<file path="src/rtl/trigger_surround_cache_pkg.sv">
// Shared definitions for the trigger-surround cache.
// - tsc_state_e : FSM state codes (IDLE..SEND_DONE), 4-bit so unused codes are representable.
// - TSC_DEPTH / TSC_PRE / TSC_TRIG_LEVEL : default window geometry and trigger threshold.
// - tsc_wrap_add : modulo-depth pointer arithmetic used by the ring buffer.
package trigger_surround_cache_pkg;

    typedef enum logic [3:0] {
        ST_IDLE      = 4'd0,
        ST_PRE_FILL  = 4'd1,
        ST_WAIT_TRIG = 4'd2,
        ST_POST_FILL = 4'd3,
        ST_CACHED    = 4'd4,
        ST_SEND_DONE = 4'd5
    } tsc_state_e;

    localparam int unsigned TSC_DEPTH      = 32;
    localparam int unsigned TSC_PRE        = 16;
    localparam logic [7:0]  TSC_TRIG_LEVEL = 8'd200;

    function automatic int unsigned tsc_wrap_add(input int unsigned p,
                                                 input int unsigned d,
                                                 input int unsigned depth);
        return (p + d) % depth;
    endfunction

endpackage

</file>
<file path="src/rtl/trigger_surround_cache_if.sv">
// Read-out handshake between the cache and its consumer.
// - req : consumer read request, one byte per rising edge
// - sbf : consumer send-buffer full, holds off byte issue
// - rdy : dat valid, held until req falls
// - dat : read-out byte
// - sd  : one-cycle send-done pulse
interface trigger_surround_cache_if;
    logic       req;
    logic       sbf;
    logic       rdy;
    logic [7:0] dat;
    logic       sd;

    modport master (output req, output sbf, input rdy, input dat, input sd);
    modport slave  (input req, input sbf, output rdy, output dat, output sd);
endinterface

</file>
<file path="src/rtl/tsc_ring_buffer.sv">
// DEPTH x 8 sample ring with wrapping write pointer, trigger-slot capture and
// a read pointer that starts at the oldest retained sample (trigger slot - PRE).
// Ports: clk, rst_n (async active-low), wr_clr (restart writing at slot 0),
// wr_en/wr_data (store one sample), mark_trig (remember current write slot),
// rd_load (point reader at oldest sample), rd_adv (step reader), rd_data (byte at reader).
module tsc_ring_buffer
    import trigger_surround_cache_pkg::*;
#(
    parameter int unsigned DEPTH = TSC_DEPTH,
    parameter int unsigned PRE   = TSC_PRE
) (
    input  logic       clk,
    input  logic       rst_n,
    input  logic       wr_clr,
    input  logic       wr_en,
    input  logic [7:0] wr_data,
    input  logic       mark_trig,
    input  logic       rd_load,
    input  logic       rd_adv,
    output logic [7:0] rd_data
);
    localparam int unsigned AW = $clog2(DEPTH);

    logic [7:0]    mem [DEPTH];
    logic [AW-1:0] wptr;
    logic [AW-1:0] rptr;
    logic [AW-1:0] trig_slot;

    // Contents are don't-care after reset, so the array carries no reset.
    always_ff @(posedge clk) begin
        if (wr_en) begin
            mem[wptr] <= wr_data;
        end
    end

    always_ff @(posedge clk or negedge rst_n) begin
        if (!rst_n) begin
            wptr      <= '0;
            rptr      <= '0;
            trig_slot <= '0;
        end else begin
            if (wr_clr) begin
                wptr <= '0;
            end else if (wr_en) begin
                wptr <= AW'(tsc_wrap_add(32'(wptr), 1, DEPTH));
            end
            // The trigger sample is written in the same cycle, so its slot is wptr.
            if (mark_trig) begin
                trig_slot <= wptr;
            end
            if (rd_load) begin
                rptr <= AW'(tsc_wrap_add(32'(trig_slot), DEPTH - PRE, DEPTH));
            end else if (rd_adv) begin
                rptr <= AW'(tsc_wrap_add(32'(rptr), 1, DEPTH));
            end
        end
    end

    assign rd_data = mem[rptr];

endmodule

</file>
<file path="src/rtl/trigger_surround_cache.sv">
// Trigger-surround cache: free-running sawtooth ADC source, rising-threshold
// trigger, PRE/post window capture into a ring, and byte read-out over req/rdy.
// Ports: clk, reset (async active-low), start (begin capture, IDLE only),
// rd_if (slave side of req/sbf/rdy/dat/sd handshake), adc_data (current sample),
// trd (trigger seen), cd (window captured), trigtm (trigger timestamp),
// current_state (FSM code, zero-extended).
module trigger_surround_cache
    import trigger_surround_cache_pkg::*;
#(
    parameter int unsigned DEPTH      = TSC_DEPTH,
    parameter int unsigned PRE        = TSC_PRE,
    parameter logic [7:0]  TRIG_LEVEL = TSC_TRIG_LEVEL
) (
    input  logic                  clk,
    input  logic                  reset,
    input  logic                  start,
    trigger_surround_cache_if.slave rd_if,
    output logic [7:0]            adc_data,
    output logic                  trd,
    output logic                  cd,
    output logic [31:0]           trigtm,
    output logic [3:0]            current_state
);
    localparam int unsigned AW = $clog2(DEPTH);
    localparam int unsigned CW = $clog2(DEPTH + 1);

    tsc_state_e    state, next_state;
    logic [31:0]   cyc_cnt;
    logic [7:0]    prev_sample;
    logic [AW-1:0] fill_cnt;
    logic [CW-1:0] byte_cnt;
    logic          req_q, pending, rdy_r;
    logic [7:0]    dat_r, rd_data;
    logic          wr_en, wr_clr, mark_trig, rd_load, issue, trig_hit, req_rise;

    assign adc_data      = cyc_cnt[7:0];
    assign current_state = state;
    assign trig_hit      = (prev_sample < TRIG_LEVEL) && (adc_data >= TRIG_LEVEL);
    assign req_rise      = rd_if.req && !req_q;
    assign rd_if.rdy     = rdy_r;
    assign rd_if.dat     = dat_r;
    assign rd_if.sd      = (state == ST_SEND_DONE);

    always_ff @(posedge clk or negedge reset) begin
        if (!reset) state <= ST_IDLE;
        else        state <= next_state;
    end

    always_comb begin
        next_state = state;
        wr_en      = 1'b0;
        wr_clr     = 1'b0;
        mark_trig  = 1'b0;
        rd_load    = 1'b0;
        issue      = 1'b0;
        case (state)
            ST_IDLE: begin
                if (start) begin
                    wr_clr     = 1'b1;
                    next_state = ST_PRE_FILL;
                end
            end
            ST_PRE_FILL: begin
                wr_en = 1'b1;
                if (fill_cnt == AW'(PRE - 1)) next_state = ST_WAIT_TRIG;
            end
            ST_WAIT_TRIG: begin
                wr_en = 1'b1;
                if (trig_hit) begin
                    mark_trig  = 1'b1;
                    next_state = ST_POST_FILL;
                end
            end
            ST_POST_FILL: begin
                wr_en = 1'b1;
                if (fill_cnt == AW'(DEPTH - PRE - 2)) begin
                    rd_load    = 1'b1;
                    next_state = ST_CACHED;
                end
            end
            ST_CACHED: begin
                issue = pending && !rd_if.sbf && (byte_cnt < CW'(DEPTH));
                if ((byte_cnt == CW'(DEPTH)) && !rd_if.req) next_state = ST_SEND_DONE;
            end
            ST_SEND_DONE: next_state = ST_IDLE;
            default:      next_state = ST_IDLE;
        endcase
    end

    always_ff @(posedge clk or negedge reset) begin
        if (!reset) begin
            cyc_cnt     <= '0;
            prev_sample <= '0;
            fill_cnt    <= '0;
        end else begin
            cyc_cnt     <= cyc_cnt + 32'd1;
            prev_sample <= adc_data;
            // Fill count restarts on every state change so PRE and POST share it.
            if (next_state != state) fill_cnt <= '0;
            else if (wr_en)          fill_cnt <= fill_cnt + 1'b1;
        end
    end

    always_ff @(posedge clk or negedge reset) begin
        if (!reset) begin
            req_q    <= 1'b0;
            pending  <= 1'b0;
            rdy_r    <= 1'b0;
            dat_r    <= '0;
            byte_cnt <= '0;
        end else begin
            req_q <= rd_if.req;
            if (state != ST_CACHED) begin
                pending  <= 1'b0;
                rdy_r    <= 1'b0;
                byte_cnt <= '0;
            end else begin
                pending <= (pending && !issue) || req_rise;
                if (issue) begin
                    dat_r    <= rd_data;
                    rdy_r    <= 1'b1;
                    byte_cnt <= byte_cnt + 1'b1;
                end else if (!rd_if.req) begin
                    rdy_r <= 1'b0;
                end
            end
        end
    end

    always_ff @(posedge clk or negedge reset) begin
        if (!reset) begin
            trd    <= 1'b0;
            cd     <= 1'b0;
            trigtm <= '0;
        end else begin
            if (mark_trig) begin
                trd    <= 1'b1;
                trigtm <= cyc_cnt;
            end
            if (rd_load) cd <= 1'b1;
            if (state == ST_SEND_DONE) begin
                trd <= 1'b0;
                cd  <= 1'b0;
            end
        end
    end

    tsc_ring_buffer #(
        .DEPTH (DEPTH),
        .PRE   (PRE)
    ) u_ring (
        .clk       (clk),
        .rst_n     (reset),
        .wr_clr    (wr_clr),
        .wr_en     (wr_en),
        .wr_data   (adc_data),
        .mark_trig (mark_trig),
        .rd_load   (rd_load),
        .rd_adv    (issue),
        .rd_data   (rd_data)
    );

endmodule

</file>
<file path="src/flat_wrapper.sv">
// flat-port wrapper written by rule: the top's interface ports become plain ports
module trigger_surround_cache_flat import trigger_surround_cache_pkg::*;
#(
    parameter int unsigned DEPTH      = TSC_DEPTH,
    parameter int unsigned PRE        = TSC_PRE,
    parameter logic [7:0]  TRIG_LEVEL = TSC_TRIG_LEVEL
)
  (clk, reset, start, adc_data, trd, cd, trigtm, current_state, rd_if_req, rd_if_sbf, rd_if_rdy, rd_if_dat, rd_if_sd);
  trigger_surround_cache_if rd_if_i ();
  input  logic clk;
  input  logic reset;
  input  logic start;
  output logic [7:0] adc_data;
  output logic trd;
  output logic cd;
  output logic [31:0] trigtm;
  output logic [3:0] current_state;
  input wire logic [$bits(rd_if_i.req)-1:0] rd_if_req;
  input wire logic [$bits(rd_if_i.sbf)-1:0] rd_if_sbf;
  output wire logic [$bits(rd_if_i.rdy)-1:0] rd_if_rdy;
  output wire logic [$bits(rd_if_i.dat)-1:0] rd_if_dat;
  output wire logic [$bits(rd_if_i.sd)-1:0] rd_if_sd;
  assign rd_if_i.req = rd_if_req;
  assign rd_if_i.sbf = rd_if_sbf;
  assign rd_if_rdy = rd_if_i.rdy;
  assign rd_if_dat = rd_if_i.dat;
  assign rd_if_sd = rd_if_i.sd;
  trigger_surround_cache #(.DEPTH(DEPTH), .PRE(PRE), .TRIG_LEVEL(TRIG_LEVEL)) u_core (.clk(clk), .reset(reset), .start(start), .rd_if(rd_if_i), .adc_data(adc_data), .trd(trd), .cd(cd), .trigtm(trigtm), .current_state(current_state));
endmodule
</file>
<file path="config.mk">
export PLATFORM = sky130hd
export DESIGN_NAME = trigger_surround_cache_flat
export DESIGN_NICKNAME = d
export VERILOG_FILES = /design/src/rtl/trigger_surround_cache_pkg.sv /design/src/rtl/trigger_surround_cache_if.sv /design/src/rtl/tsc_ring_buffer.sv /design/src/rtl/trigger_surround_cache.sv /design/src/flat_wrapper.sv
export SDC_FILE = /design/constraint.sdc
export NUM_CORES = 1
export LEC_CHECK = 0
export ABC_AREA = 1
export CAP_MARGIN = 5
export CELL_PAD_IN_SITES_DETAIL_PLACEMENT = 0
export CELL_PAD_IN_SITES_GLOBAL_PLACEMENT = 1
export CORE_UTILIZATION = 45
export DETAILED_ROUTE_END_ITERATION = 12
export PLACE_DENSITY_LB_ADDON = 0.3
export REMOVE_ABC_BUFFERS = 1
export SKIP_CTS_REPAIR_TIMING = 1
export SLEW_MARGIN = 20
export SYNTH_ARGS = -nofsm -noshare
export SYNTH_HDL_FRONTEND = slang
export SYNTH_SLANG_ARGS = --single-unit
</file>
<file path="constraint.sdc">
create_clock -name clk -period 2.2 [get_ports clk]
set_input_delay 0.44 -clock clk [delete_from_list [all_inputs] [get_ports clk]]
set_output_delay 0.44 -clock clk [all_outputs]
set_load 0.03 [all_outputs]
</file>
==> results of run 1 <==
[final timing paths]
| check | startpoint | endpoint |
|---|---|---|
| max in group asynchronous | reset | u_core.u_ring.rptr[0] |
| min reg2reg | u_core.req_q | u_core.pending |
| max | u_core.current_state[3] | current_state[3] |
| min in group clk | u_core.req_q | u_core.pending |
| min | reset | u_core.trigtm[15] |
| max reg2reg | u_core.current_state[3] | u_core.u_ring.mem[15][3] |
[layout make-up]
class / instances / area (um^2)
clock buffers: 55 / 1170
clock inverters: 16 / 179
fillers: 3059 / 15900
inverters: 182 / 684
multi-input cells: 955 / 4410
flip-flops and latches: 368 / 10500
well taps: 455 / 569
repair buffers: 138 / 1270
[placed cells by master (no fill, tap or decap), types with 4 or more instances in the layout]
cell / n
ha_1: 12
clkbuf_16: 44
nand2_1: 454
clkinv_2: 5
buf_12: 8
clkbuf_1: 8
nor2_2: 7
edfxtp_1: 256
dfrtp_1: 110
bufinv_16: 4
o21ai_1: 22
nand4_1: 11
inv_1: 175
o21ai_0: 47
mux2_2: 7
nor3_1: 13
nor2_1: 157
clkdlybuf4s50_1: 48
xor2_1: 34
clkinv_1: 9
buf_4: 78
nand3_1: 140
a21oi_1: 24
[registers in the layout, indices dropped and copies added, names as in the netlist, 4 cells and up]
| register | flops |
|---|---|
| u_core.u_ring.mem | 256 |
| u_core.trigtm | 32 |
| u_core.fill_cnt | 5 |
| u_core.byte_cnt | 6 |
| u_core.u_ring.wptr | 5 |
| u_core.u_ring.rptr | 5 |
| u_core.prev_sample | 5 |
| u_core.current_state | 4 |
| u_core.u_ring.trig_slot | 5 |
| u_core.rd_if.dat | 8 |
| u_core.cyc_cnt | 32 |
[logic make-up (layout without fill, tap and decap cells)]
family          count (synthesis)  count (layout)  synth area share
mux                             8               8           0.00566
other cells                     1               1          0.000235
flops                         368             368             0.658
simple gates                  798             798             0.208
xor+xnor                       36              36            0.0198
fa+ha+maj                      12              12           0.00942
buf+inv                       250             391            0.0657
compound gates                100             100            0.0328
[worst register-to-register path: stages, from the launching register on]
cell and delay [ns]:
dfrtp_1 0.45, nor2_4 0.20, inv_1 0.08, nor2_2 0.21
nand2_2 0.08, nor2_1 0.15, inv_1 0.08, nor2_2 0.36
[where the power goes]
group	leakage (nW)	internal (mW)	switching, mW
combinational	3.64	0.0727	0.173
clock	0.659	4.19	2.64
sequential	3.73	7.40	0.0345
[Yosys cell counts (5+ instances only)]
| library cell | count |
|---|---|
| nand2_1 | 454 |
| edfxtp_1 | 256 |
| inv_1 | 175 |
| nor2_1 | 157 |
| nand3_1 | 140 |
| dfrtp_1 | 112 |
| o21ai_0 | 47 |
| xor2_1 | 34 |
| buf_2 | 32 |
| a21oi_1 | 24 |
| o21ai_1 | 22 |
| clkbuf_1 | 17 |
| nor3_1 | 13 |
| ha_1 | 12 |
| nand4_1 | 11 |
| buf_4 | 10 |
| mux2_2 | 7 |
| nor2_2 | 7 |
| buf_1 | 5 |
[metal layers]
| layer | GRT usage | vias up |
|---|---|---|
| met4 | 0.0677 | 0 |
| met1 | 0.310 | 5255 |
| met2 | 0.344 | 240 |
| li1 | - | 5325 |
| met5 | 0 | - |
| met3 | 0.0358 | 58 |
==> flow_metrics.py, run 1 <==
metrics = {
    "logic_synthesis": {
        "synth_seq_area_share": 0.658,
        "syn_area_um2": 15900,
        "synth_top_cells_by_area": "edfxtp_1 (48%), dfrtp_1 (18%), nand2_1 (11%)",
        "synthArstFlopShare": 0.304,
        "ys_seq_elements": 368,
        "yosysTopAreaCell": "edfxtp_1",
        "synth_top_area_share": 0.483,
        "synth_edf_count": 256,
        "synthFlopType": "edfxtp_1",
        "netlist_instances": 1573,
        "synth_cell_types": 39,
        "syn_area_per_cell_um2": 10.1,
        "yosysWarningCount": 0,
    },
    "timing": {
        "fin_crit_ns": 2.16,
        "setup-tns-final_ns": 0,
        "finalSetupViolations": 0,
        "rsz0062_at_grt": "yes",
        "fin_crit_sh": 0.980,
        "finalHoldViolCount": 0,
        "fin_hold_ws_ns": 0.437,
        "layout_setup_ws_ns": 0.0437,
        "slew_headroom": 0.615,
        "clock_skew_ns": 0.0190,
        "clock.fmax_ghz": 0.464,
        "worst_pin_slew_ns": 0.574,
        "drv_slew": 0,
    },
    "place": {
        "io_buffers": 60,
        "dpl-instance-area_um2": 17400,
        "dp_slack_ns": 0.285,
        "placedCellCount": 2097,
        "dp_hpwl_um": 24500,
        "gp_congestion": 0.825,
    },
    "setup_path": {
        "worstPathRequired_ns": 1.76,
        "crit_arrival_ns": 1.72,
        "cp_slowest_cell": "clkdlybuf4s50_1",
        "reg2regPathDepth": 7,
        "slowest_delay_ns": 0.72,
        "rrSetupSlack_ns": 0.24,
        "crit_buf_inv": 1,
        "crit_family": "buffers and inverters",
        "worstSetupPathType": "reg2out",
        "crit_chain": "clkdlybuf4s50_1",
        "cp_num_cells": 1,
        "crit_path_end_kind": "primary output",
        "worst-path-max-fanout": 4,
        "startpoint_type": "register",
    },
    "finish": {
        "nNetsFinal": 1701,
        "final_util": 0.541,
        "drive_gt1_frac": 0.103,
        "syn2layout_area_growth_pct": 17.9,
        "final_cell_count_no_fill": 2169,
        "post-route-cell-area_um2": 18800,
        "antennaDiodeCount": 0,
    },
    "clock_tree": {
        "root_buffer": "clkbuf_16",
        "clk_latency_ns": 0.53,
        "clk_pin_slew_ns": 0.06,
        "cts_tree": "built",
        "cts_buffers": 39,
        "cts_htree_levels": 2,
        "cts.sinks": 368,
        "clk_path_buf_depth": 3,
    },
    "power_and_ir_drop": {
        "p_leak_nw": 8.02,
        "peakVddDrop_mv": 0.492,
        "p_total_mw": 14.5,
        "power_density_nw_per_um2": 772,
    },
    "floorplanning": {
        "num_io_pins": 61,
        "start_util": 0.459,
        "rows": 68,
        "die_h_um": 190,
        "die-area_um2": 36200,
        "core_area_um2": 34700,
        "die_w_um": 190,
    },
    "routing": {
        "top_layer_used": "met4",
        "drc": 0,
        "wl_met2_um": 17500,
        "drt-total-wl_um": 37800,
        "antenna_left": 0,
        "vias_per_cell": 5.02,
        "drt-initial-drc-count": 840,
        "route.vias.total": 10900,
        "wire_per_inst_um": 17.4,
        "dr.pass1.iters": 5,
        "drt-met1-wl_um": 17500,
        "route.met3.wl_um": 1830,
    },
    "grt": {
        "grt_pass1_vias": 10800,
        "antenna_found_initial": 0,
        "grt_first_pass_wirelength_um": 60600,
        "grt_max_degree": 68,
        "grt_overflow": 0,
        "grt_use_total": 0.218,
    },
    "flow_run": {
        "drv_cap": 0,
    },
    "min_path": {
        "worstHoldPathType": "in2async",
    },
    "outcome": {
        "status": "finished clean",
    },
}
No activity file was read; power rests on OpenSTA's default activity.
==> inputs of run 2 (changes only) <==
--- a/config.mk
+++ b/config.mk
@@ -10,6 +10,8 @@
 export CELL_PAD_IN_SITES_DETAIL_PLACEMENT = 0
 export CELL_PAD_IN_SITES_GLOBAL_PLACEMENT = 1
 export CORE_UTILIZATION = 45
+export CTS_BUF_LIST = sky130_fd_sc_hd__clkbuf_8 sky130_fd_sc_hd__clkbuf_16
+export CTS_CLUSTER_DIAMETER = 40
 export DETAILED_ROUTE_END_ITERATION = 12
 export PLACE_DENSITY_LB_ADDON = 0.3
 export REMOVE_ABC_BUFFERS = 1
==> constraint.sdc (replaced) <==
create_clock -name clk -period 2.7 [get_ports clk]
set_input_delay 0.54 -clock clk [delete_from_list [all_inputs] [get_ports clk]]
set_output_delay 0.54 -clock clk [all_outputs]
set_load 0.03 [all_outputs]
==> run 2 against run 1 <==
Non-clock buffer count shrank 19. Sequential share of layout area fell by 0.45 points. Sequential cell count did not move. Critical endpoint is now adc_data[5]. Largest power group is now clock.
==> flow_metrics.py, run 2 (same netlist as run 1, synthesis figures left out) <==
metrics = {
    "routing": {
        "route.vias.total": 10800,
        "wire_per_inst_um": 17.6,
        "drc": 0,
        "vias_per_cell": 5.00,
        "drt-initial-drc-count": 848,
        "dr.pass1.iters": 5,
        "drt-total-wl_um": 38200,
        "antenna_left": 0,
    },
    "setup_path": {
        "crit_family": "buffers and inverters",
        "worstSetupPathType": "reg2out",
        "worstPathRequired_ns": 2.16,
        "crit_path_end_kind": "primary output",
        "startpoint_type": "register",
        "crit_arrival_ns": 1.97,
        "slowest_delay_ns": 0.78,
        "crit_chain": "clkdlybuf4s50_1",
        "crit_buf_inv": 1,
        "worst-path-max-fanout": 8,
        "cp_slowest_cell": "clkdlybuf4s50_1",
    },
    "timing": {
        "slew_headroom": 0.342,
        "clock.fmax_ghz": 0.398,
        "clock_skew_ns": 0.0147,
        "finalHoldViolCount": 0,
        "fin_crit_sh": 0.931,
        "drv_slew": 0,
        "rsz0062_at_grt": "no",
        "worst_pin_slew_ns": 0.987,
        "layout_setup_ws_ns": 0.187,
        "finalSetupViolations": 0,
        "fin_crit_ns": 2.51,
        "setup-tns-final_ns": 0,
    },
    "finish": {
        "final_cell_mix": "nand2_1 (454), edfxtp_1 (256), inv_1 (177)",
        "final_common_cell": "nand2_1",
        "regMostFlops": "u_core.u_ring.mem",
        "largest_reg_flops": 256,
        "nFillCells": 3082,
        "multi_input_area_um2": 4400,
        "final_util": 0.545,
        "top_regs": "u_core.u_ring.mem (256), u_core.cyc_cnt (32), u_core.trigtm (32)",
        "drive_gt1_frac": 0.100,
        "nNetsFinal": 1691,
        "register_area_um2": 10500,
        "final_cell_count_no_fill": 2165,
        "antennaDiodeCount": 0,
        "syn2layout_area_growth_pct": 18.9,
    },
    "min_path": {
        "worstHoldPathType": "reg2reg",
    },
    "clock_tree": {
        "cts.sinks": 368,
        "root_buffer": "clkbuf_16",
        "cts_tree": "built",
        "clk_latency_ns": 0.54,
        "clk_pin_slew_ns": 0.06,
        "cts_buffers": 48,
        "cts_htree_levels": 2,
        "clk_path_buf_depth": 3,
    },
    "place": {
        "gp_congestion": 0.851,
        "dp_slack_ns": 0.381,
        "placedCellCount": 2078,
        "io_buffers": 60,
        "dp_hpwl_um": 24800,
    },
    "floorplanning": {
        "rows": 68,
        "core_area_um2": 34700,
        "die-area_um2": 36200,
        "start_util": 0.459,
        "die_h_um": 190,
        "num_io_pins": 61,
        "die_w_um": 190,
    },
    "power_and_ir_drop": {
        "p_clk_frac": 0.511,
        "power.share.sequential": 0.474,
        "combPwrFrac": 0.015,
        "intPower_mw": 10.2,
        "switching_share": 0.202,
        "p_leak_nw": 8.05,
        "p_total_mw": 12.8,
        "peakVddDrop_mv": 0.388,
        "power_density_nw_per_um2": 675,
        "switchingPower_mw": 2.58,
    },
    "grt": {
        "grt_first_pass_wirelength_um": 60400,
        "grt_pass1_vias": 10600,
        "grt_overflow": 0,
        "antenna_found_initial": 0,
        "grt_max_degree": 84,
        "grt_use_total": 0.221,
    },
    "outcome": {
        "status": "finished clean",
    },
    "flow_run": {
        "drv_cap": 0,
    },
}
==> run 2: cell types whose count changed in the layout (fill, tap and decap cells not counted), sizes merged <==
cell and delta:
buf -28, bufinv +4, clkbuf -5, clkdlybuf4s50 +10, clkinv +4, clkinvlp +4
dlymetal6s2s -1, inv +8
==> run 2: power by group through the flow <==
stage               clock network, mW  logic (mW)  registers, mW
CTS                              6.63       0.195           6.06
detailed placement                  0       0.194           6.17
finish                           6.54       0.192           6.06
floorplan                           0      0.0900           6.17
global route                     6.88       0.221           6.06
global placement                    0       0.193           6.17
==> run 2: area by class of cell <==
class,count,area share
clock buffers,50,0.0655
repair buffers,119,0.0592
clock inverters,36,0.0223
well taps,455,0.0301
multi-input cells,955,0.232
inverters,182,0.0361
flip-flops and latches,368,0.554
==> run 2: metrics by stage <==
step	cell area (um^2)	hold slack, ns
final	18900	0.449
after global routing	18900	0.469
after CTS	18900	-0.0225
after detailed placement	17300	0.450
after global placement	17300	0.438
after floorplan	15600	0.244
==> run 2: worst paths after layout <==
| path | end | slack (ns) | startpoint | cells past startpoint |
|---|---|---|---|---|
| worst max-delay path | adc_data[5] | 0.19 | u_core.cyc_cnt[5] | 1 |
| worst min-delay path | u_core.pending | 0.45 | u_core.req_q | 1 |
| worst max register to register | u_core.u_ring.mem[1][1] | 0.48 | u_core.current_state[3] | 5 |
| worst min register to register | u_core.pending | 0.45 | u_core.req_q | 1 |
| max in group asynchronous | u_core.byte_cnt[3] | 1.51 | reset | 3 |
| min in group asynchronous | u_core.trigtm[28] | 0.51 | reset | 2 |
==> run 2: metal layers <==
metal / global-route usage / wire [um]
met5: 0 / 0
met4: 0.0615 / 765
met3: 0.0336 / 2320
met2: 0.350 / 17700
met1: 0.317 / 17400
==> inputs of run 3 (changes only) <==
--- a/config.mk
+++ b/config.mk
@@ -19,4 +19,5 @@
 export SLEW_MARGIN = 20
 export SYNTH_ARGS = -nofsm -noshare
 export SYNTH_HDL_FRONTEND = slang
+export SYNTH_HIERARCHICAL = 1
 export SYNTH_SLANG_ARGS = --single-unit
==> run 3 against run 2 <==
Synthesized area is 0.90% higher. Power is 1.2% lower. Synthesized cell count is 0.64% higher. Die area is 0.89% higher. Largest power group unchanged. Final cell count is 0.83% higher. Combinational power hardly changed.
==> flow_metrics.py, run 3 <==
metrics = {
    "outcome": {
        "status": "finished clean",
    },
    "place": {
        "io_buffers": 60,
        "dp_slack_ns": 0.387,
        "gp_congestion": 0.853,
        "dpl-instance-area_um2": 17300,
        "dp_hpwl_um": 25600,
        "placedCellCount": 2088,
    },
    "logic_synthesis": {
        "synth_top_cells_by_area": "edfxtp_1 (48%), dfrtp_1 (17%), nand2_1 (12%)",
        "synth_common_cells": "nand2_1 (500), edfxtp_1 (256), inv_1 (188), nand3_1 (179), dfrtp_1 (112)",
        "synth.most_common_cell": "nand2_1",
        "synth_edf_count": 256,
        "synth_cell_types": 44,
        "syn_area_um2": 16100,
        "syn_area_per_cell_um2": 10.2,
        "synth_top_area_share": 0.478,
        "yosysTopAreaCell": "edfxtp_1",
        "ys_seq_elements": 368,
        "netlist_instances": 1583,
        "synthFlopType": "edfxtp_1",
        "synthArstFlopShare": 0.304,
        "synth_seq_area_share": 0.653,
        "yosysWarningCount": 6,
    },
    "setup_path": {
        "worstSetupPathType": "reg2out",
        "slowest_delay_ns": 0.78,
        "cp_slowest_cell": "clkdlybuf4s50_1",
        "worst-path-max-fanout": 6,
        "startpoint_type": "register",
        "crit_chain": "clkdlybuf4s50_1",
        "crit_path_end_kind": "primary output",
        "crit_arrival_ns": 1.97,
        "crit_buf_inv": 1,
        "worstPathRequired_ns": 2.16,
        "crit_family": "buffers and inverters",
    },
    "clock_tree": {
        "clk_path_buf_depth": 3,
        "cts_buffers": 50,
        "clk_latency_ns": 0.56,
        "clk_pin_slew_ns": 0.05,
        "cts_tree": "built",
        "cts_htree_levels": 2,
        "cts.sinks": 368,
        "root_buffer": "clkbuf_16",
    },
    "finish": {
        "post-route-cell-area_um2": 19000,
        "nFillCells": 3024,
        "drive_gt1_frac": 0.110,
        "largest_reg_flops": 256,
        "final_cell_count_no_fill": 2183,
        "final_cell_mix": "nand2_1 (500), edfxtp_1 (256), inv_1 (192)",
        "syn2layout_area_growth_pct": 18.3,
        "regMostFlops": "u_core/u_ring/mem",
        "final_common_cell": "nand2_1",
        "final_util": 0.545,
        "nNetsFinal": 1703,
        "top_regs": "u_core/u_ring/mem (256), u_core/cyc_cnt (32), u_core/trigtm (32)",
        "antennaDiodeCount": 0,
    },
    "floorplanning": {
        "die-area_um2": 36500,
        "core_area_um2": 34900,
        "die_w_um": 191,
        "die_h_um": 191,
        "num_io_pins": 61,
        "rows": 68,
        "start_util": 0.461,
    },
    "timing": {
        "drv_slew": 0,
        "clock_skew_ns": 0.0159,
        "clock.fmax_ghz": 0.399,
        "setup-tns-final_ns": 0,
        "fin_hold_ws_ns": 0.329,
        "rsz0062_at_grt": "no",
        "worst_pin_slew_ns": 0.667,
        "layout_setup_ws_ns": 0.192,
        "fin_crit_ns": 2.51,
        "fin_crit_sh": 0.929,
        "finalHoldViolCount": 0,
        "finalSetupViolations": 0,
        "slew_headroom": 0.554,
    },
    "grt": {
        "grt_max_degree": 96,
        "antenna_found_initial": 0,
        "grt_pass1_vias": 11000,
        "grt_use_total": 0.226,
        "grt_overflow": 0,
        "grt_first_pass_wirelength_um": 62500,
    },
    "power_and_ir_drop": {
        "p_leak_nw": 8.01,
        "p_total_mw": 12.6,
        "power_density_nw_per_um2": 664,
        "peakVddDrop_mv": 0.429,
    },
    "flow_run": {
        "drv_cap": 0,
    },
    "min_path": {
        "worstHoldPathType": "in2async",
    },
    "routing": {
        "antenna_left": 0,
        "route.vias.total": 11100,
        "wire_per_inst_um": 18.1,
        "drc": 0,
        "dr.pass1.iters": 5,
        "drt-total-wl_um": 39600,
        "drt-initial-drc-count": 938,
        "vias_per_cell": 5.07,
    },
}
## run 3: cell count changes after synthesis, sizes merged, moves of 3 or more
cell    before  now
inv        179  194
nand3      142  182
or2          0    3
nor2       165  101
nand4       11    3
o211ai       2    8
buf         51   60
nor3        16   27
o21ai       69   28
nand2      457  506
clkbuf      17   10
nand3b       3    0
o221ai       0    3
mux2         8    0
## run 3: cell type report
type / instances / area [um^2] / share of cell area
timing repair buffer: 121 / 1140 / 0.0597
clock inverter: 39 / 297 / 0.0156
tap: 455 / 569 / 0.0299
inverter: 196 / 737 / 0.0388
sequential: 368 / 10500 / 0.552
clock buffer: 55 / 1370 / 0.0718
multi-input combinational: 949 / 4420 / 0.232
## run 3: kinds of logic (layout without fill, tap and decap cells)
kind of cell             count (synthesis)  count (layout)  synth area share
adder cells (fa/ha/maj)                 12              12           0.00934
XOR/XNOR                                36              36            0.0196
other                                    1               1          0.000233
AO/OA/AOI/OAI                           71              71            0.0254
buffers and inverters                  266             411            0.0728
AND/OR/NAND/NOR                        829             829             0.220
flip-flops                             368             368             0.653
## run 3: path summary, 6_finish.rpt
| kind | startpoint | endpoint | depth (start not counted) | slack (ns) |
|---|---|---|---|---|
| max | u_core/cyc_cnt[2] | adc_data[2] | 1 | 0.19 |
| min | reset | u_core/trigtm[7] | 2 | 0.33 |
| max reg2reg | u_core/current_state[3] | u_core/u_ring/mem[31][6] | 8 | 0.51 |
| min reg2reg | u_core/req_q | u_core/pending | 1 | 0.44 |
| max in group asynchronous | reset | u_core/cyc_cnt[13] | 3 | 1.67 |
| min in group clk | u_core/req_q | u_core/pending | 1 | 0.44 |
## run 3: where the power goes
group          switching, mW  internal [mW]  total (mW)
registers             0.0286           6.03        6.06
clock network           2.58           3.81        6.38
logic                  0.140         0.0540       0.194
## run 3: metal layers
metal  vias up  global-route usage  part of all wire
li1       5346                   -                 -
met1      5314               0.312              0.44
met2       328               0.365              0.47
met3        78              0.0296             0.054
met4         0              0.0862             0.033
met5         -                   0                 0
==> RTL change 1: new RTL, config.mk and constraints of run 1 <==
The package constant `TSC_DEPTH` goes from 32 to 64.
--- a/src/rtl/trigger_surround_cache_pkg.sv
+++ b/src/rtl/trigger_surround_cache_pkg.sv
@@ -13,7 +13,7 @@
         ST_SEND_DONE = 4'd5
     } tsc_state_e;
 
-    localparam int unsigned TSC_DEPTH      = 32;
+    localparam int unsigned TSC_DEPTH      = 64;
     localparam int unsigned TSC_PRE        = 16;
     localparam logic [7:0]  TSC_TRIG_LEVEL = 8'd200;
 
Check against the original RTL: no difference found for any inputs over 4 cycles, from zero or initial values and one cycle with reset low; that may be too few to reach the edited logic, so the function may still have changed.
==> RTL change 1 against run 1 <==
Sequential cell count rose by 261. Via count up 70%. Worst hold slack lost 0.083 ns. Die area increased by 67%. Final area rose by 68%. Wire length rose by 86%. Core utilization down 0.41 points. Clock power rose by 71%. Worst setup slack better by 0.0061 ns. First-iteration DRC count is 83% higher. Total power grew 71%. Synthesized area increased by 68%. Critical endpoint is now current_state[2]. Largest power group unchanged.
==> RTL change 1: results (changes against run 1) <==
Synth
  • Xor and xnor fraction of the mapped netlist area: 1.177% (was 1.979%)
  • Share of the synthesized area in compound gates (AO/OA/AOI/OAI): 2.797% (was 3.275%)
  • Sequential fraction of the synthesis area: 68.31% (was 65.85%)
  • Synth Instances: 2563 (was 1573)
  • Top area cells in the synthesized netlist: sky130_fd_sc_hd__edfxtp_1 (57%), sky130_fd_sc_hd__nand2_1 (11%), sky130_fd_sc_hd__dfrtp_1 (11%), sky130_fd_sc_hd__nand3_1 (5.6%), sky130_fd_sc_hd__inv_1 (3.7%) (was sky130_fd_sc_hd__edfxtp_1 (48%), sky130_fd_sc_hd__dfrtp_1 (18%), sky130_fd_sc_hd__nand2_1 (11%), sky130_fd_sc_hd__nand3_1 (4.4%), sky130_fd_sc_hd__inv_1 (4.1%))
  • Post-synthesis share of cell area spent on full adders, half adders and majority gates: 0.3736% (was 0.9425%)
  • Ys async rst share: 18.60% (was 30.43%)
  • Cell types with the highest counts after synthesis: sky130_fd_sc_hd__nand2_1 (801), sky130_fd_sc_hd__edfxtp_1 (512), sky130_fd_sc_hd__nand3_1 (300), sky130_fd_sc_hd__inv_1 (266), sky130_fd_sc_hd__nor2_1 (187) (was sky130_fd_sc_hd__nand2_1 (454), sky130_fd_sc_hd__edfxtp_1 (256), sky130_fd_sc_hd__inv_1 (175), sky130_fd_sc_hd__nor2_1 (157), sky130_fd_sc_hd__nand3_1 (140))

Route
  • Routed wl met3: 4117 µm (was 1825 µm)
  • Detailed Route Iter0 Violations: 1539 (was 840)
  • DR vias/cell: 5.214 (was 5.015)
  • Number of vias in the routed layout: 18490 (was 10880)
  • Met2 wirelength from detailed routing: 32980 µm (was 17450 µm)
  • Per-cell routed wire length: 19.86 µm (was 17.43 µm)
  • Wire length on met1: 31060 µm (was 17530 µm)

Outcome
  • Run status: completed (unchanged)

Setup path
  • Crit Reg-Reg Endpoint: u_core.rd_if.dat[5] (was u_core.u_ring.mem[15][3])
  • Maximum fanout count along the critical path: 3 (was 4)
  • Slack of the worst reg-to-reg path: 0.08 ns (was 0.24 ns)
  • Number of cells on the worst reg-to-reg path: 11 (was 7)

Placement
  • Placed wire-length estimate after detailed placement: 43940 µm (was 24540 µm)

Pwr
  • Static leakage: 12.81 nW (was 8.022 nW)

Global route
  • M1 GR Usage: 33.25% (was 31.03%)
  • Total Routing Usage GR: 23.75% (was 21.84%)
  • M3 GR Usage: 2.941% (was 3.579%)

Timing
  • Worst Setup Slack, final: 0.04977 ns (was 0.04371 ns)
  • Worst hold slack across all endpoints: 0.3536 ns (was 0.4371 ns)
  • Worst setup skew after layout: 0.02202 ns (was 0.01899 ns)

Finish
  • Number of nets in the finished design: 2732 (was 1701)
  • Biggest registers after layout: u_core.u_ring.mem x512, u_core.cyc_cnt x32, u_core.trigtm x32 (was u_core.u_ring.mem x256, u_core.cyc_cnt x32, u_core.trigtm x32)

Min path
  • Class of the tightest hold or removal check: in -> reg (was in -> async)

Clock tree
  • Number of H-tree levels: 3 (was 2)
## RTL change 1: cell count changes after synthesis, sizes merged, moves of 23 or more
cell,before,now
nand2,457,804
edfxtp,256,512
nand3,142,300
inv,179,268
buf,51,88
nor2,165,190
o211ai,2,25
## RTL change 1: cells by family after synthesis
| family | after synthesis |
|---|---|
| multiplexers | 2 |
| adder cells (fa/ha/maj) | 8 |
| flip-flops | 629 |
| buffers and inverters | 397 |
| XOR/XNOR | 36 |
| other | 1 |
| AO/OA/AOI/OAI | 133 |
| AND/OR/NAND/NOR | 1357 |
## RTL change 1: worst register-to-register path, stage by stage, from the launching register on
cell	delay (ns)
sky130_fd_sc_hd__dfrtp_4	0.48
sky130_fd_sc_hd__buf_16	0.24
sky130_fd_sc_hd__buf_4	0.22
sky130_fd_sc_hd__nand3_1	0.12
sky130_fd_sc_hd__nand3_1	0.08
sky130_fd_sc_hd__nand2_1	0.08
sky130_fd_sc_hd__nor2_1	0.33
sky130_fd_sc_hd__nand2_1	0.17
sky130_fd_sc_hd__nand3_1	0.13
sky130_fd_sc_hd__nand2_1	0.06
sky130_fd_sc_hd__nand2_1	0.06
sky130_fd_sc_hd__nand2_1	0.04
## RTL change 1: power breakdown
group / total [mW] / internal (mW) / switching (mW)
registers: 12.8 / 12.8 / 0.0279
clock network: 11.7 / 7.13 / 4.60
logic: 0.228 / 0.0624 / 0.166
## RTL change 1: final cells by class
| type | count | area, µm² |
|---|---|---|
| antenna | 2 | 5.005 |
| timing repair buffer | 210 | 2150 |
| fill | 5076 | 27280 |
| clock inverter | 30 | 347.8 |
| multi-input combinational | 1537 | 6863 |
| inverter | 272 | 1031 |
| tap | 773 | 967.2 |
| sequential | 629 | 18320 |
| clock buffer | 94 | 1946 |
==> RTL change 2: new RTL, flow settings as in run 1 <==
Without the edit above. One comparison of `byte_cnt` changes from == to >=.
--- a/src/rtl/trigger_surround_cache.sv
+++ b/src/rtl/trigger_surround_cache.sv
@@ -80,7 +80,7 @@
             end
             ST_CACHED: begin
                 issue = pending && !rd_if.sbf && (byte_cnt < CW'(DEPTH));
-                if ((byte_cnt == CW'(DEPTH)) && !rd_if.req) next_state = ST_SEND_DONE;
+                if ((byte_cnt >= CW'(DEPTH)) && !rd_if.req) next_state = ST_SEND_DONE;
             end
             ST_SEND_DONE: next_state = ST_IDLE;
             default:      next_state = ST_IDLE;
Function: no difference found for any inputs over 10 cycles, from zero or initial values and one cycle with reset low; that may be too few to reach the edited logic, so the function may still have changed.
==> RTL change 2 against run 1 <==
Final area is 0.37% lower. Synthesized area is 0.61% higher. Worst setup slack worse by 0.033 ns. Global-route usage hardly changed. Maximum frequency is 1.5% lower. Sequential power hardly changed. Wire length is 1.2% higher. Total power is 1.3% lower. Die area is 0.61% higher. Sequential cell count stayed put. Non-clock buffer count is 9 lower. Critical path type unchanged. Largest power group unchanged. Highest routed layer unchanged.
==> RTL change 2: results (changes against run 1) <==
Pwr
  • IR drop worst, VDD: 590.3 µV (was 492.1 µV)
  • Internal portion of total power: 11.48 mW (was 11.66 mW)
  • Static leakage: 7.926 nW (was 8.022 nW)

Route
  • Detailed Route Iter0 Violations: 972 (was 840)
  • WL final: 38240 µm (was 37810 µm)
  • Number of vias in the routed layout: 10760 (was 10880)

Placement
  • Placed wire-length estimate after detailed placement: 24210 µm (was 24540 µm)
  • Port bufs: 60 (unchanged)
  • Gpl congestion: 0.8575 (was 0.8245)

Clock tree
  • Clock buffer count from CTS: 39 (unchanged)

Setup path
  • Worst path arrival time: 1.75 ns (was 1.72 ns)
  • Slack of the worst reg-to-reg path: 0.14 ns (was 0.24 ns)
  • Maximum cell stage delay along the critical path: 0.47 ns (was 0.72 ns)
  • Number of cells on the worst reg-to-reg path: 7 (unchanged)
  • Crit Reg-Reg Endpoint: u_core.u_ring.mem[25][3] (was u_core.u_ring.mem[15][3])
  • Worst flop-to-flop path startpoint: u_core.current_state[0] (was u_core.current_state[3])
  • CP max-delay cell: sky130_fd_sc_hd__dfrtp_1 (was sky130_fd_sc_hd__clkdlybuf4s50_1)
  • Maximum fanout count along the critical path: 6 (was 4)
  • Crit-path leading delay family: flip-flops (was buffers and inverters)

Global route
  • Global-route wire length before repair: 60420 µm (was 60550 µm)
  • Total Routing Usage GR: 21.80% (was 21.84%)
  • Largest net degree at the start of global routing: 67 (was 68)
  • Initial antenna violation count: 1 (was 0)

Synth
  • Distinct cell type count after synthesis: 44 (was 39)
  • Sequential fraction of the synthesis area: 65.45% (was 65.85%)
  • Cell types with the highest counts after synthesis: sky130_fd_sc_hd__nand2_1 (441), sky130_fd_sc_hd__edfxtp_1 (256), sky130_fd_sc_hd__inv_1 (173), sky130_fd_sc_hd__nor2_1 (145), sky130_fd_sc_hd__nand3_1 (136) (was sky130_fd_sc_hd__nand2_1 (454), sky130_fd_sc_hd__edfxtp_1 (256), sky130_fd_sc_hd__inv_1 (175), sky130_fd_sc_hd__nor2_1 (157), sky130_fd_sc_hd__nand3_1 (140))
  • Top area cells in the synthesized netlist: sky130_fd_sc_hd__edfxtp_1 (48%), sky130_fd_sc_hd__dfrtp_1 (17%), sky130_fd_sc_hd__nand2_1 (10%), sky130_fd_sc_hd__nand3_1 (4.2%), sky130_fd_sc_hd__inv_1 (4.1%) (was sky130_fd_sc_hd__edfxtp_1 (48%), sky130_fd_sc_hd__dfrtp_1 (18%), sky130_fd_sc_hd__nand2_1 (11%), sky130_fd_sc_hd__nand3_1 (4.4%), sky130_fd_sc_hd__inv_1 (4.1%))

Finish
  • Final-layout fill cell count: 3041 (was 3059)
  • Layout cells sized above 1: 10.86% (was 10.27%)
  • Number of nets in the finished design: 1681 (was 1701)

Timing
  • Worst hold slack across all endpoints: 0.4001 ns (was 0.4371 ns)
  • Slew HR: 49.96% (was 61.48%)
  • Worst setup skew after layout: 0.02476 ns (was 0.01899 ns)

Outcome
  • Run status: completed (unchanged)
[RTL change 2: changes by cell type after synthesis, sizes merged, moves of 2 or more]
| cell | change |
|---|---|
| buf | -2 |
| clkbuf | +2 |
| mux2 | -2 |
| nand2 | -6 |
| nand3 | -2 |
| nand4 | -3 |
| nor2 | -11 |
| nor3 | +5 |
| o21ai | +4 |
| xnor2 | +2 |
| xor2 | -2 |
[RTL change 2: how the worst max path moves through the flow]
stage               cells past startpoint  slack [ns]                     from                  endpoint
floorplan                               7       -2.25    u_core.u_ring.rptr[0]       u_core.rd_if.dat[0]
global placement                        7        0.13  u_core.current_state[0]  u_core.u_ring.mem[20][7]
detailed placement                      7        0.11  u_core.current_state[0]  u_core.u_ring.mem[20][7]
CTS                                     3       -0.09  u_core.current_state[0]                  rd_if_sd
global route                            3        -0.1  u_core.current_state[0]                  rd_if_sd
finish                                  3        0.01  u_core.current_state[0]                  rd_if_sd
[RTL change 2: stage by stage]
stage          area [µm²]  setup WS [ns]  util, %  setup TNS [ns]  std cells
2_1_floorplan       15660         -2.253        -          -44.13       1494
3_3_place_gp        17390         0.1296    49.98               0       2077
3_5_place_dp        17390         0.1093    49.98               0       2077
4_1_cts             18690       -0.08887    53.70        -0.08887       2148
5_1_grt             18710       -0.09967    53.77        -0.09967       2149
6_report            18710        0.01119    53.77               0       2149
[RTL change 2: layout make-up]
type	instances	area, µm²	share of cell area (%)
Clock inverter	11	128.9	0.6887
Inverter	183	688.2	3.678
Clock buffer	60	1167	6.239
Multi-Input combinational cell	943	4489	23.99
Tap cell	455	569.3	3.042
Sequential cell	368	10500	56.09
Timing Repair Buffer	129	1174	6.272
[RTL change 2: cell families (layout without fill, tap and decap cells)]
family          after synthesis  count (layout)  share of synthesized area (%)
compound gates              106             106                          3.435
simple gates                782             782                          21.01
flops                       368             368                          65.45
other cells                   1               1                        0.02340
fa+ha+maj                    12              12                         0.9367
mux                           6               6                         0.5621
buf+inv                     251             383                          6.612
xor+xnor                     36              36                          1.967
[RTL change 2: power by group through the flow]
stage	combinational, mW	clock (mW)	sequential, mW
2_1_floorplan	0.116	0	7.58
4_1_cts	0.249	6.73	7.44
3_5_place_dp	0.248	0	7.58
6_report	0.251	6.62	7.44
5_1_grt	0.282	6.98	7.45
3_3_place_gp	0.247	0	7.58
[RTL change 2: layer usage]
| metal | vias to the layer above | wire [µm] | global-route usage, % |
|---|---|---|---|
| met3 | 65 | 1887 | 2.705 |
| li1 | 5266 | - | - |
| met1 | 5159 | 17420 | 31.07 |
| met5 | - | 0 | 0 |
| met4 | 0 | 1148 | 7.538 |
| met2 | 274 | 17790 | 34.46 |
